## src/rtl/mips_pkg.sv

```systemverilog
// Shared encodings for the MIPS multiply/divide unit: operation codes,
// controller states and the default operand width.
package mips_pkg;

   localparam int WIDTH = 32;

   typedef enum logic [1:0] {
      MD_MULT  = 2'b00,
      MD_MULTU = 2'b01,
      MD_DIV   = 2'b10,
      MD_DIVU  = 2'b11
   } md_op_e;

   typedef enum logic [1:0] {
      S_IDLE = 2'b00,
      S_RUN  = 2'b01,
      S_SIGN = 2'b10
   } md_state_e;

endpackage

```

## src/rtl/mips_muldiv_datapath.sv

```systemverilog
// Iteration datapath for the multiply/divide unit. A 2*WIDTH accumulator
// holds {upper, lower} words: for multiply it is {partial product, multiplier},
// for divide it is {remainder, dividend/quotient}. One step per enabled clock.
module mips_muldiv_datapath #(
   parameter int WIDTH = 32
) (
   input  logic                 clk,
   input  logic                 reset,
   input  logic                 i_load,
   input  logic [2*WIDTH-1:0]   i_loadAcc,
   input  logic [WIDTH-1:0]     i_loadOperand,
   input  logic                 i_step,
   input  logic                 i_isDiv,
   output logic [2*WIDTH-1:0]   o_acc
);

   logic [2*WIDTH-1:0] r_acc;
   logic [WIDTH-1:0]   r_operand;
   logic [WIDTH:0]     w_mulSum;
   logic [WIDTH:0]     w_divDiff;
   logic [2*WIDTH-1:0] w_next;

   // Compute the next accumulator value for one shift-add or restoring-divide iteration
   always_comb begin
      w_mulSum  = {1'b0, r_acc[2*WIDTH-1:WIDTH]} + (r_acc[0] ? {1'b0, r_operand} : '0);
      w_divDiff = r_acc[2*WIDTH-1:WIDTH-1] - {1'b0, r_operand};
      w_next    = r_acc;
      if (i_isDiv) begin
         if (!w_divDiff[WIDTH]) begin
            w_next = {w_divDiff[WIDTH-1:0], r_acc[WIDTH-2:0], 1'b1};
         end else begin
            w_next = {r_acc[2*WIDTH-2:0], 1'b0};
         end
      end else begin
         w_next = {w_mulSum, r_acc[WIDTH-1:1]};
      end
   end

   // Load fresh operands on acceptance, otherwise advance one iteration when stepping
   always_ff @(posedge clk) begin
      if (reset) begin
         r_acc     <= '0;
         r_operand <= '0;
      end else if (i_load) begin
         r_acc     <= i_loadAcc;
         r_operand <= i_loadOperand;
      end else if (i_step) begin
         r_acc     <= w_next;
      end
   end

   assign o_acc = r_acc;

endmodule

```

## src/rtl/mips_muldiv_unit.sv

```systemverilog
// Iterative MULT/MULTU/DIV/DIVU unit. Operands are reduced to magnitudes on
// acceptance, WIDTH iterations run in the datapath, and a final sign-fix cycle
// writes HI/LO and pulses done. Divide by zero skips the iterations entirely.
module mips_muldiv_unit
   import mips_pkg::*;
#(
   parameter int WIDTH = mips_pkg::WIDTH,
   parameter int CNT_W = 6
) (
   input  logic             clk,
   input  logic             reset,
   input  logic             start,
   input  logic [1:0]       op,
   input  logic [WIDTH-1:0] a,
   input  logic [WIDTH-1:0] b,
   output logic             busy,
   output logic             done,
   output logic [WIDTH-1:0] hi,
   output logic [WIDTH-1:0] lo,
   output logic             div_zero
);

   md_state_e          r_state;
   md_op_e             r_op;
   logic [CNT_W-1:0]   r_cnt;
   logic               r_signQ;
   logic               r_signR;
   logic               r_divZero;
   logic               r_busy;
   logic               r_done;
   logic [WIDTH-1:0]   r_hi;
   logic [WIDTH-1:0]   r_lo;

   md_op_e             w_op;
   logic               w_reqSigned;
   logic               w_reqDiv;
   logic               w_reqDivZero;
   logic               w_accept;
   logic [WIDTH-1:0]   w_absA;
   logic [WIDTH-1:0]   w_absB;
   logic [2*WIDTH-1:0] w_loadAcc;
   logic [WIDTH-1:0]   w_loadOperand;
   logic [2*WIDTH-1:0] w_acc;
   logic [2*WIDTH-1:0] w_negAcc;
   logic               w_runSigned;
   logic               w_runDiv;
   logic [WIDTH-1:0]   w_hiNext;
   logic [WIDTH-1:0]   w_loNext;

   assign w_op         = md_op_e'(op);
   assign w_reqSigned  = (w_op == MD_MULT) || (w_op == MD_DIV);
   assign w_reqDiv     = (w_op == MD_DIV)  || (w_op == MD_DIVU);
   assign w_reqDivZero = w_reqDiv && (b == '0);
   assign w_accept     = (r_state == S_IDLE) && start;
   assign w_runSigned  = (r_op == MD_MULT) || (r_op == MD_DIV);
   assign w_runDiv     = (r_op == MD_DIV)  || (r_op == MD_DIVU);
   assign w_negAcc     = -w_acc;

   // Form operand magnitudes and the initial accumulator image for the datapath
   always_comb begin
      w_absA = (w_reqSigned && a[WIDTH-1]) ? -a : a;
      w_absB = (w_reqSigned && b[WIDTH-1]) ? -b : b;
      if (w_reqDivZero) begin
         w_loadAcc     = {a, {WIDTH{1'b1}}};
         w_loadOperand = '0;
      end else if (w_reqDiv) begin
         w_loadAcc     = {{WIDTH{1'b0}}, w_absA};
         w_loadOperand = w_absB;
      end else begin
         w_loadAcc     = {{WIDTH{1'b0}}, w_absB};
         w_loadOperand = w_absA;
      end
   end

   mips_muldiv_datapath #(
      .WIDTH(WIDTH)
   ) u_datapath (
      .clk           (clk),
      .reset         (reset),
      .i_load        (w_accept),
      .i_loadAcc     (w_loadAcc),
      .i_loadOperand (w_loadOperand),
      .i_step        (r_state == S_RUN),
      .i_isDiv       (w_runDiv),
      .o_acc         (w_acc)
   );

   // Apply the two's-complement correction to the unsigned iteration result
   always_comb begin
      w_hiNext = w_acc[2*WIDTH-1:WIDTH];
      w_loNext = w_acc[WIDTH-1:0];
      if (!r_divZero && w_runSigned) begin
         if (!w_runDiv) begin
            if (r_signQ) begin
               w_hiNext = w_negAcc[2*WIDTH-1:WIDTH];
               w_loNext = w_negAcc[WIDTH-1:0];
            end
         end else begin
            if (r_signQ) begin
               w_loNext = -w_acc[WIDTH-1:0];
            end
            if (r_signR) begin
               w_hiNext = -w_acc[2*WIDTH-1:WIDTH];
            end
         end
      end
   end

   // Controller: accept in IDLE, count iterations in RUN, publish results in SIGN
   always_ff @(posedge clk) begin
      if (reset) begin
         r_state   <= S_IDLE;
         r_op      <= MD_MULT;
         r_cnt     <= '0;
         r_signQ   <= 1'b0;
         r_signR   <= 1'b0;
         r_divZero <= 1'b0;
         r_busy    <= 1'b0;
         r_done    <= 1'b0;
         r_hi      <= '0;
         r_lo      <= '0;
      end else begin
         r_done <= 1'b0;
         case (r_state)
            S_IDLE: begin
               if (start) begin
                  r_op      <= w_op;
                  r_signQ   <= a[WIDTH-1] ^ b[WIDTH-1];
                  r_signR   <= a[WIDTH-1];
                  r_divZero <= w_reqDivZero;
                  r_cnt     <= '0;
                  r_busy    <= 1'b1;
                  r_state   <= w_reqDivZero ? S_SIGN : S_RUN;
               end
            end
            S_RUN: begin
               r_cnt <= r_cnt + 1'b1;
               if (r_cnt == CNT_W'(WIDTH - 1)) begin
                  r_state <= S_SIGN;
               end
            end
            S_SIGN: begin
               r_hi    <= w_hiNext;
               r_lo    <= w_loNext;
               r_done  <= 1'b1;
               r_busy  <= 1'b0;
               r_state <= S_IDLE;
            end
            default: begin
               r_state <= S_IDLE;
               r_busy  <= 1'b0;
            end
         endcase
      end
   end

   assign busy     = r_busy;
   assign done     = r_done;
   assign hi       = r_hi;
   assign lo       = r_lo;
   assign div_zero = r_divZero;

endmodule

```

## config.mk

```make
export PLATFORM = sky130hd
export DESIGN_NAME = mips_muldiv_unit
export DESIGN_NICKNAME = d
export VERILOG_FILES = /design/src/rtl/mips_pkg.sv /design/src/rtl/mips_muldiv_datapath.sv /design/src/rtl/mips_muldiv_unit.sv
export SDC_FILE = /design/constraint.sdc
export NUM_CORES = 1
export LEC_CHECK = 0
export ABC_CLOCK_PERIOD_IN_PS = 3600
export BUFFER_PORTS_ARGS = -buffer_cell sky130_fd_sc_hd__buf_2
export CORE_ASPECT_RATIO = 1.4
export CORE_MARGIN = 4
export CORE_UTILIZATION = 40
export DETAILED_ROUTE_END_ITERATION = 10
export RECOVER_POWER = 25
export SKIP_LAST_GASP = 1
export SYNTH_ARGS = -nofsm -noshare
export SYNTH_HDL_FRONTEND = slang
export SYNTH_SLANG_ARGS = --single-unit
```

## constraint.sdc

```tcl
create_clock -name clk -period 3.6 [get_ports clk]
set_clock_uncertainty 0.2 [all_clocks]
set_input_delay 0 -clock clk [delete_from_list [all_inputs] [get_ports clk]]
set_output_delay 0 -clock clk [all_outputs]
set_load 0.1 [all_outputs]
```

==> summary.md, run 1 <==
| Metric | Value |
|---|---|
| Terminus of the critical flop-to-flop path | `hi[31]$_SDFFE_PP0P_` |
| Clk buf depth | `2` |
| HP Start | `b[1]` |
| Most area-consuming cells after synthesis | `sky130_fd_sc_hd__dfxtp_1, sky130_fd_sc_hd__a21oi_1, sky130_fd_sc_hd__nor2_1` |
| Worst EP required | `~3700 ps` |
| Async set-reset flop share out of synthesis | `0%` |
| Critical Path Max Stage Delay | `450 ps` |
| Placer's final routability congestion estimate | `0.9925` |
| Pwr Density | `400.1 nW/um^2` |
| Reg2reg start | `u_datapath.o_acc[49]$_SDFFE_PP0P_` |
| Leakage power summed over all cells | `between 7 and 8 nW` |
| Endpoint, Worst Hold | `u_datapath.r_operand[1]$_SDFFE_PP0P_` |
| Worst Reg-to-Reg Cells | `9` |
| CTS Root Buffer Type | `sky130_fd_sc_hd__clkbuf_16` |
| Register-to-register setup slack | `80 ps` |
| Mean Syn Cell Area | `between 7 and 8 um^2` |
| Finished Core Util | `~50%` |
| Number of cells on the worst hold path | `7` |
| Top cell type's share of synthesized area | `between 20% and 30%` |
| Detailed Routing Iterations Pass 1 | `6` |
| Share of the clock period used by the worst path after layout | `approximately 100%` |
| Worst hold slack across all endpoints | `40.90 ps` |
| Initial Util | `40.43%` |
| Remaining global-route overflow | `0` |
| Sequential fraction of the synthesis area | `about a quarter` |
| Final Instance Count excl. Fillers | `around 2.7k` |
| Net count of the mapped netlist | `approximately 2.1k` |
| Worst Setup Start Kind | `flop` |
| Vertical extent of the die | `between 200 and 250 um` |
| Hold WC Path Type | `in -> reg` |
| CP max stage cell | `sky130_fd_sc_hd__or4_4` |
| Run status | `finished with violations` |
| Overall die area | `between 30000 and 40000 um^2` |
| Layout cell share with drive strength beyond 1 | `between 10% and 20%` |
| Unrepaired setup endpoints after global routing | `true` |
| Area growth from synthesis to layout | `25.86%` |
| Number of global-route vias before repair | `between 15k and 20k` |
| Total DRC errors in the routed layout | `0` |
| Mapped Area | `between 10000 and 15000 um^2` |
| Synthesis Warnings | `0` |
| Max-slew violations | `approximately 80` |
| Number of port buffers | `~140` |
| Library cell with the largest summed area after synthesis | `sky130_fd_sc_hd__dfxtp_1` |
| Final routed wire length divided by cell count | `between 20 and 25 um` |
| Final setup vio count | `0` |
| Largest delay share family, worst path | `simple AND/OR/NAND/NOR gates` |
| CTS tree | `built` |
| Most frequent standard cell in the layout excluding fill and tap cells | `sky130_fd_sc_hd__nor2_1` |
| CTS H-tree lvls | `4` |
| Total placed cells including tap cells | `between 2k and 3k` |
| Antenna viol nets, final | `0` |
| Number of buffers created by CTS | `17` |
| Clock Latency Late Sink | `460 ps` |
| Total power after layout | `between 0.007 and 0.008 W` |
| Via count of the routed design | `16.37k` |
| Violated checks | `capacitance limit, slew limit` |
| Worst VDD drop | `around 390 uV` |
| Mapped Cells | `1966` |
| Max Freq | `284.5 MHz` |
| Time the final worst path needs with I/O delays and setup | `between 3000 and 4000 ps` |
| Total Negative Setup Slacks | `0 ps` |
| Commonest cells after routing, fill and taps aside | `sky130_fd_sc_hd__nor2_1, sky130_fd_sc_hd__a21oi_1, sky130_fd_sc_hd__dfxtp_1` |
| Placement row count | `82` |
| Clk pin slew, worst setup/hold paths | `approximately 70 ps` |
| Worst Setup End Kind | `flop` |
| Cell chain of the critical path | `or3_4 > or3_4 > or4_4 > or3_4 > or3_4 > nor3_1 > a21oi_1 > xnor2_1 > a211oi_1` |
| Horizontal die dimension | `between 150 and 200 um` |
| Critical path class | `reg -> reg` |
| Buffers and inverters on the worst path | `0` |
| Pin slew with the least headroom to its limit | `roughly 1800 ps` |
| Iter 0 DRT Violations | `approximately 1.5k` |
| Placeable Area | `35810 um^2` |
| Number of hold violations in the final report | `0` |
| Maximum number of pins on one net before global-route repair | `79` |
| Global-route wire length before repair | `88780 um` |
| IO Count | `136` |
| Library cell appearing most often on the critical path | `sky130_fd_sc_hd__or3_4` |
| Number of distinct library cells after synthesis | `81` |
| Max-Cap Viols | `1` |
| Initial antenna violation count | `0` |
| Number of enable flip-flop cells after synthesis | `0` |
| Fin nets | `approximately 2.4k` |
| Data arrival time of the critical path | `approximately 3600 ps` |
| Overall track demand over capacity in global routing | `between 20 and 30%` |
| Detailed-route vias per instance | `about 6.0` |
| Synth Register Bits | `roughly 180` |
| Num Clock Sinks | `~180` |
| Worst slew margin | `-16.75%` |
| Commonest register cell after synthesis | `sky130_fd_sc_hd__dfxtp_1` |
| Aggregate routed wire length | `59030 um` |
| Detail Placement HPWL | `roughly 45000 um` |
| Crit path max fanout | `5` |
| Timing startpoint of the critical path | `u_datapath.o_acc[49]$_SDFFE_PP0P_` |
-- cells in the mapped netlist, types with 17 or more instances --
cell type / n
sky130_fd_sc_hd__a21oi_1: 212
sky130_fd_sc_hd__inv_1: 59
sky130_fd_sc_hd__or3_1: 26
sky130_fd_sc_hd__nor2_1: 251
sky130_fd_sc_hd__nand2b_1: 17
sky130_fd_sc_hd__nand3_1: 32
sky130_fd_sc_hd__mux2i_1: 40
sky130_fd_sc_hd__xnor2_1: 93
sky130_fd_sc_hd__nor2b_1: 20
sky130_fd_sc_hd__nor3_1: 60
sky130_fd_sc_hd__dfxtp_1: 175
sky130_fd_sc_hd__nand2_1: 147
sky130_fd_sc_hd__a221oi_1: 17
sky130_fd_sc_hd__mux2_2: 22
sky130_fd_sc_hd__a211oi_1: 66
sky130_fd_sc_hd__o31ai_1: 20
sky130_fd_sc_hd__a21o_1: 27
sky130_fd_sc_hd__o211ai_1: 30
sky130_fd_sc_hd__xor2_1: 70
sky130_fd_sc_hd__clkbuf_1: 105
sky130_fd_sc_hd__o21ai_0: 131
sky130_fd_sc_hd__a31oi_1: 26
sky130_fd_sc_hd__ha_1: 69
-- kinds of logic after synthesis --
logic type	share of synthesized area, %
AOI/OAI and AO/OA	28.96
xor gates and xnor gates	9.862
buffers and inverters	4.944
muxes	4.477
adders and majority gates	6.240
DFF	24.20
and+or+nand+nor	21.31
-- sequential cells by signal (all words and copies together), names as in the netlist --
signal	count
u_datapath.o_acc	64
done	1
r_op	2
div_zero	1
r_state	2
r_cnt	6
r_signR	1
lo	32
r_signQ	1
u_datapath.r_operand	32
busy	1
hi	32
-- area by class of cell --
type                    instances  area, um^2
clock inverters                14       147.6
inverters                      61       229.0
repair buffers                385        2793
fillers                      3605       17590
clock buffers                  18       439.2
multi-input cells            1604       10520
flip-flops and latches        175        3507
diodes                          1       2.502
well taps                     462       578.1
-- power breakdown --
| group | total [W] | switching [W] | internal (W) |
|---|---|---|---|
| sequential | 0.00217 | 0.000132 | 0.00204 |
| combinational | 0.00319 | 0.00180 | 0.00140 |
| clock | 0.00192 | 0.000924 | 0.000998 |
-- worst min-delay path: cells and delay by family --
family / cells / cell delay [ps]
buffers and inverters: 2 / 170
AO/OA/AOI/OAI: 3 / 320
AND/OR/NAND/NOR: 2 / 170
-- per-stage QoR --
step / worst slack [ps] / instance area, um^2
global placement: 12.96 / 16540
detailed placement: -80.67 / 16540
floorplan: 49.77 / 14480
finish: 84.80 / 18220
CTS: 4.272 / 18030
global route: -38.11 / 18220
-- metal layers --
| layer | wire, um | track usage (%) | up-vias |
|---|---|---|---|
| met4 | 4229 | 19.21 | 0 |
| met1 | 22190 | 32.87 | 7769 |
| li1 | - | - | 7732 |
| met2 | 29290 | 50.45 | 673 |
| met3 | 3319 | 3.758 | 196 |
| met5 | 0 | 0 | - |
-- repair_timing --
item,4_1_cts,5_1_grt
hold buffers,82,0
hold endpoints to repair,105,0
buffers inserted,1,4
resized for setup,9,53
pin swaps,1,8
endpoints found under the setup margin,5,54
gates cloned,1,0
-- how the worst max path moves through the flow --
stage	end	slack, ps	depth (start not counted)
finish	hi[31]$_SDFFE_PP0P_	80	9
global placement	u_datapath.o_acc[47]$_SDFFE_PP0P_	10	17
floorplan	hi[30]$_SDFFE_PP0P_	50	14
global route	u_datapath.o_acc[63]$_SDFFE_PP0P_	-40	19
detailed placement	u_datapath.o_acc[47]$_SDFFE_PP0P_	-80	17
CTS	u_datapath.o_acc[59]$_SDFFE_PP0P_	4	14
No activity file was read; power rests on OpenSTA's default activity.
==> inputs of run 2 (changes only) <==
MAX_ROUTING_LAYER = met4   (was not set)
==> run 2 against run 1 <==
The run now ends clean. Sequential power about the same. Hold slack improved by 12 ps. Core utilization decreased by 0.19 points. Worst setup slack improved by 8.1 ps. Routed wire length increased by 1.8%. Combinational power decreased by 1%. Cell count decreased by 0.26%. Via count increased by 0.45%. Power decreased by 0.13%. Critical path type unchanged. Largest cell class unchanged. Largest power group unchanged. Highest routed layer unchanged.
==> summary.md, run 2 (synthesis results as in run 1) <==
| Metric | Value |
|---|---|
| Detailed-route vias per instance | `6.061 (+0.71%)` |
| Run status | `completed` |
| Met1 Track Usage GR | `34.42% (+1.5 points)` |
| Time the final worst path needs with I/O delays and setup | `3507 ps (-8.142 ps)` |
| Max-Cap Viols | `0 (-1)` |
| Commonest cells after routing, fill and taps aside | `sky130_fd_sc_hd__nor2_1, sky130_fd_sc_hd__a21oi_1, sky130_fd_sc_hd__dfxtp_1` |
| Global routing's busiest layer | `met2` |
| Horizontal die dimension | `168.8 um (unchanged)` |
| Library cell appearing most often on the critical path | `sky130_fd_sc_hd__or3_4` |
| Fin nets | `2378 (-0.25%)` |
| Worst Reg-to-Reg Cells | `9 (unchanged)` |
| Clk buf depth | `2 (unchanged)` |
| Grt met3 use | `2.455% (-1.3 points)` |
| Critical Path Max Stage Delay | `460 ps (about the same)` |
| Initial Util | `40.43% (unchanged)` |
| Overall track demand over capacity in global routing | `29.94% (+1.0 points)` |
| IO Count | `136 (unchanged)` |
| Final setup vio count | `0 (unchanged)` |
| Number of flip-flops in the largest register | `64 (unchanged)` |
| CTS Root Buffer Type | `sky130_fd_sc_hd__clkbuf_16` |
| Number of global-route vias before repair | `15.66k (-1.1%)` |
| Maximum number of pins on one net before global-route repair | `120 (+52%)` |
| Critical path class | `reg -> reg` |
| Vertical extent of the die | `233.1 um (unchanged)` |
| CP max stage cell | `sky130_fd_sc_hd__or4_4` |
| Leakage power summed over all cells | `7.318 nW (-0.20%)` |
| Global-route wire length before repair | `89330 um (+0.62%)` |
| CTS H-tree lvls | `4 (unchanged)` |
| Pin slew with the least headroom to its limit | `1183 ps (-568.8 ps)` |
| Worst EP required | `3720 ps (+60 ps)` |
| Aggregate routed wire length | `60120 um (+1.8%)` |
| Placer's final routability congestion estimate | `1.009 (+1.7%)` |
| Via count of the routed design | `16.44k (+0.45%)` |
| Layout cell share with drive strength beyond 1 | `16.35% (-0.31 points)` |
| Placement row count | `82 (unchanged)` |
| Max Freq | `285.1 MHz (+0.23%)` |
| Filler Cell Count | `3561 (-1.2%)` |
| Overall die area | `39340 um^2 (unchanged)` |
| Max-slew violations | `0 (-100%)` |
| Data arrival time of the critical path | `3630 ps (+50 ps)` |
| Total power after layout | `0.007281 W (-0.13%)` |
| Most frequent standard cell in the layout excluding fill and tap cells | `sky130_fd_sc_hd__nor2_1` |
| Antenna viol nets, final | `0 (unchanged)` |
| Worst Setup End Kind | `flop` |
| Hold WC Path Type | `in -> reg` |
| Clk pin slew, worst setup/hold paths | `70 ps (about the same)` |
| Clock Latency Late Sink | `460 ps (about the same)` |
| Worst VDD drop | `300.4 uV (-22%)` |
| Remaining global-route overflow | `0 (unchanged)` |
| Final routed wire length divided by cell count | `22.16 um (+2.1%)` |
| Number of buffers created by CTS | `17 (unchanged)` |
| Share of the clock period used by the worst path after layout | `97.42% (-0.23 points)` |
| Number of diodes added for antenna fixing | `0 (-1)` |
| Num Clock Sinks | `175 (unchanged)` |
| Number of hold violations in the final report | `0 (unchanged)` |
| Worst Setup Start Kind | `flop` |
| Number of port buffers | `135 (unchanged)` |
| CTS tree | `built` |
| Total DRC errors in the routed layout | `0 (unchanged)` |
| Detail Placement HPWL | `45380 um (+0.19%)` |
| Iter 0 DRT Violations | `1457 (-1.6%)` |
| Routing usage on met2 | `50.94% (+0.49 points)` |
| Cell chain of the critical path | `or3_4 > or3_4 > or4_4 > or3_4 > or3_4 > nor3_1 > a21oi_1 > xnor2_1 > a211oi_1` |
| Number of cells on the worst hold path | `7 (unchanged)` |
| Placeable Area | `35810 um^2 (unchanged)` |
| Unrepaired setup endpoints after global routing | `true` |
| Worst slew margin | `21.50% (+38 points)` |
| Area growth from synthesis to layout | `25.40%` |
| Crit path max fanout | `5 (unchanged)` |
| Finished Core Util | `50.70% (-0.19 points)` |
| Detailed Routing Iterations Pass 1 | `6 (unchanged)` |
| Initial antenna violation count | `0 (unchanged)` |
| Pwr Density | `401.1 nW/um^2 (+0.24%)` |
## run 2: timing repair
item,CTS,global route
setup endpoints to repair,22,49
setup buffers,0,1
hold buffers,76,0
pin swaps,0,7
endpoints found under the hold margin,104,0
gates cloned,0,2
resized for setup,6,38
## run 2: cell type report
class / instances / area [um^2] / area share, %
Clock buffer: 18 / 429.2 / 2.364
Clock inverter: 14 / 172.7 / 0.9511
Inverter: 61 / 229.0 / 1.261
Multi-Input combinational cell: 1604 / 10460 / 57.61
Sequential cell: 175 / 3507 / 19.32
Tap cell: 462 / 578.1 / 3.184
Timing Repair Buffer: 379 / 2780 / 15.31
## run 2: where the power goes
group / total [W] / leakage (nW) / switching, W / internal (W)
combinational: 0.00315 / 5.60 / 0.00181 / 0.00135
clock: 0.00196 / 0.290 / 0.000965 / 0.000997
sequential: 0.00217 / 1.43 / 0.000125 / 0.00204
## run 2: per-stage QoR
stage	TNS [ps]	hold WS, ps	cell area, um^2	setup WS, ps	instances
floorplan	0	-64.03	14480	49.77	1966
global route	-78.41	114.4	18150	-38.85	2713
CTS	0	43.45	18010	12.36	2710
finish	0	53.14	18150	92.94	2713
detailed placement	-682.5	105.4	16620	-92.87	2602
global placement	-101.4	110.1	16620	-39.11	2602
## run 2: final timing paths
| path | from | slack [ps] | endpoint |
|---|---|---|---|
| max | u_datapath.o_acc[48]$_SDFFE_PP0P_ | 90 | hi[31]$_SDFFE_PP0P_ |
| min | b[1] | 50 | u_datapath.r_operand[1]$_SDFFE_PP0P_ |
| max reg2reg | u_datapath.o_acc[48]$_SDFFE_PP0P_ | 90 | hi[31]$_SDFFE_PP0P_ |
| min reg2reg | u_datapath.r_operand[30]$_SDFFE_PP0P_ | 250 | u_datapath.r_operand[30]$_SDFFE_PP0P_ |
## run 2: worst max-delay path: cells and delay by family (launching register included)
family          cells  cell delay [ps]
compound gates      2              240
xor+xnor            1              330
flops               1              390
simple gates        6             2210
## run 2: per-layer routing
metal	wire length, um	up-vias
li1	-	7726
met1	23280	7761
met2	29320	779
met3	3438	177
met4	4086	0
met5	0	-
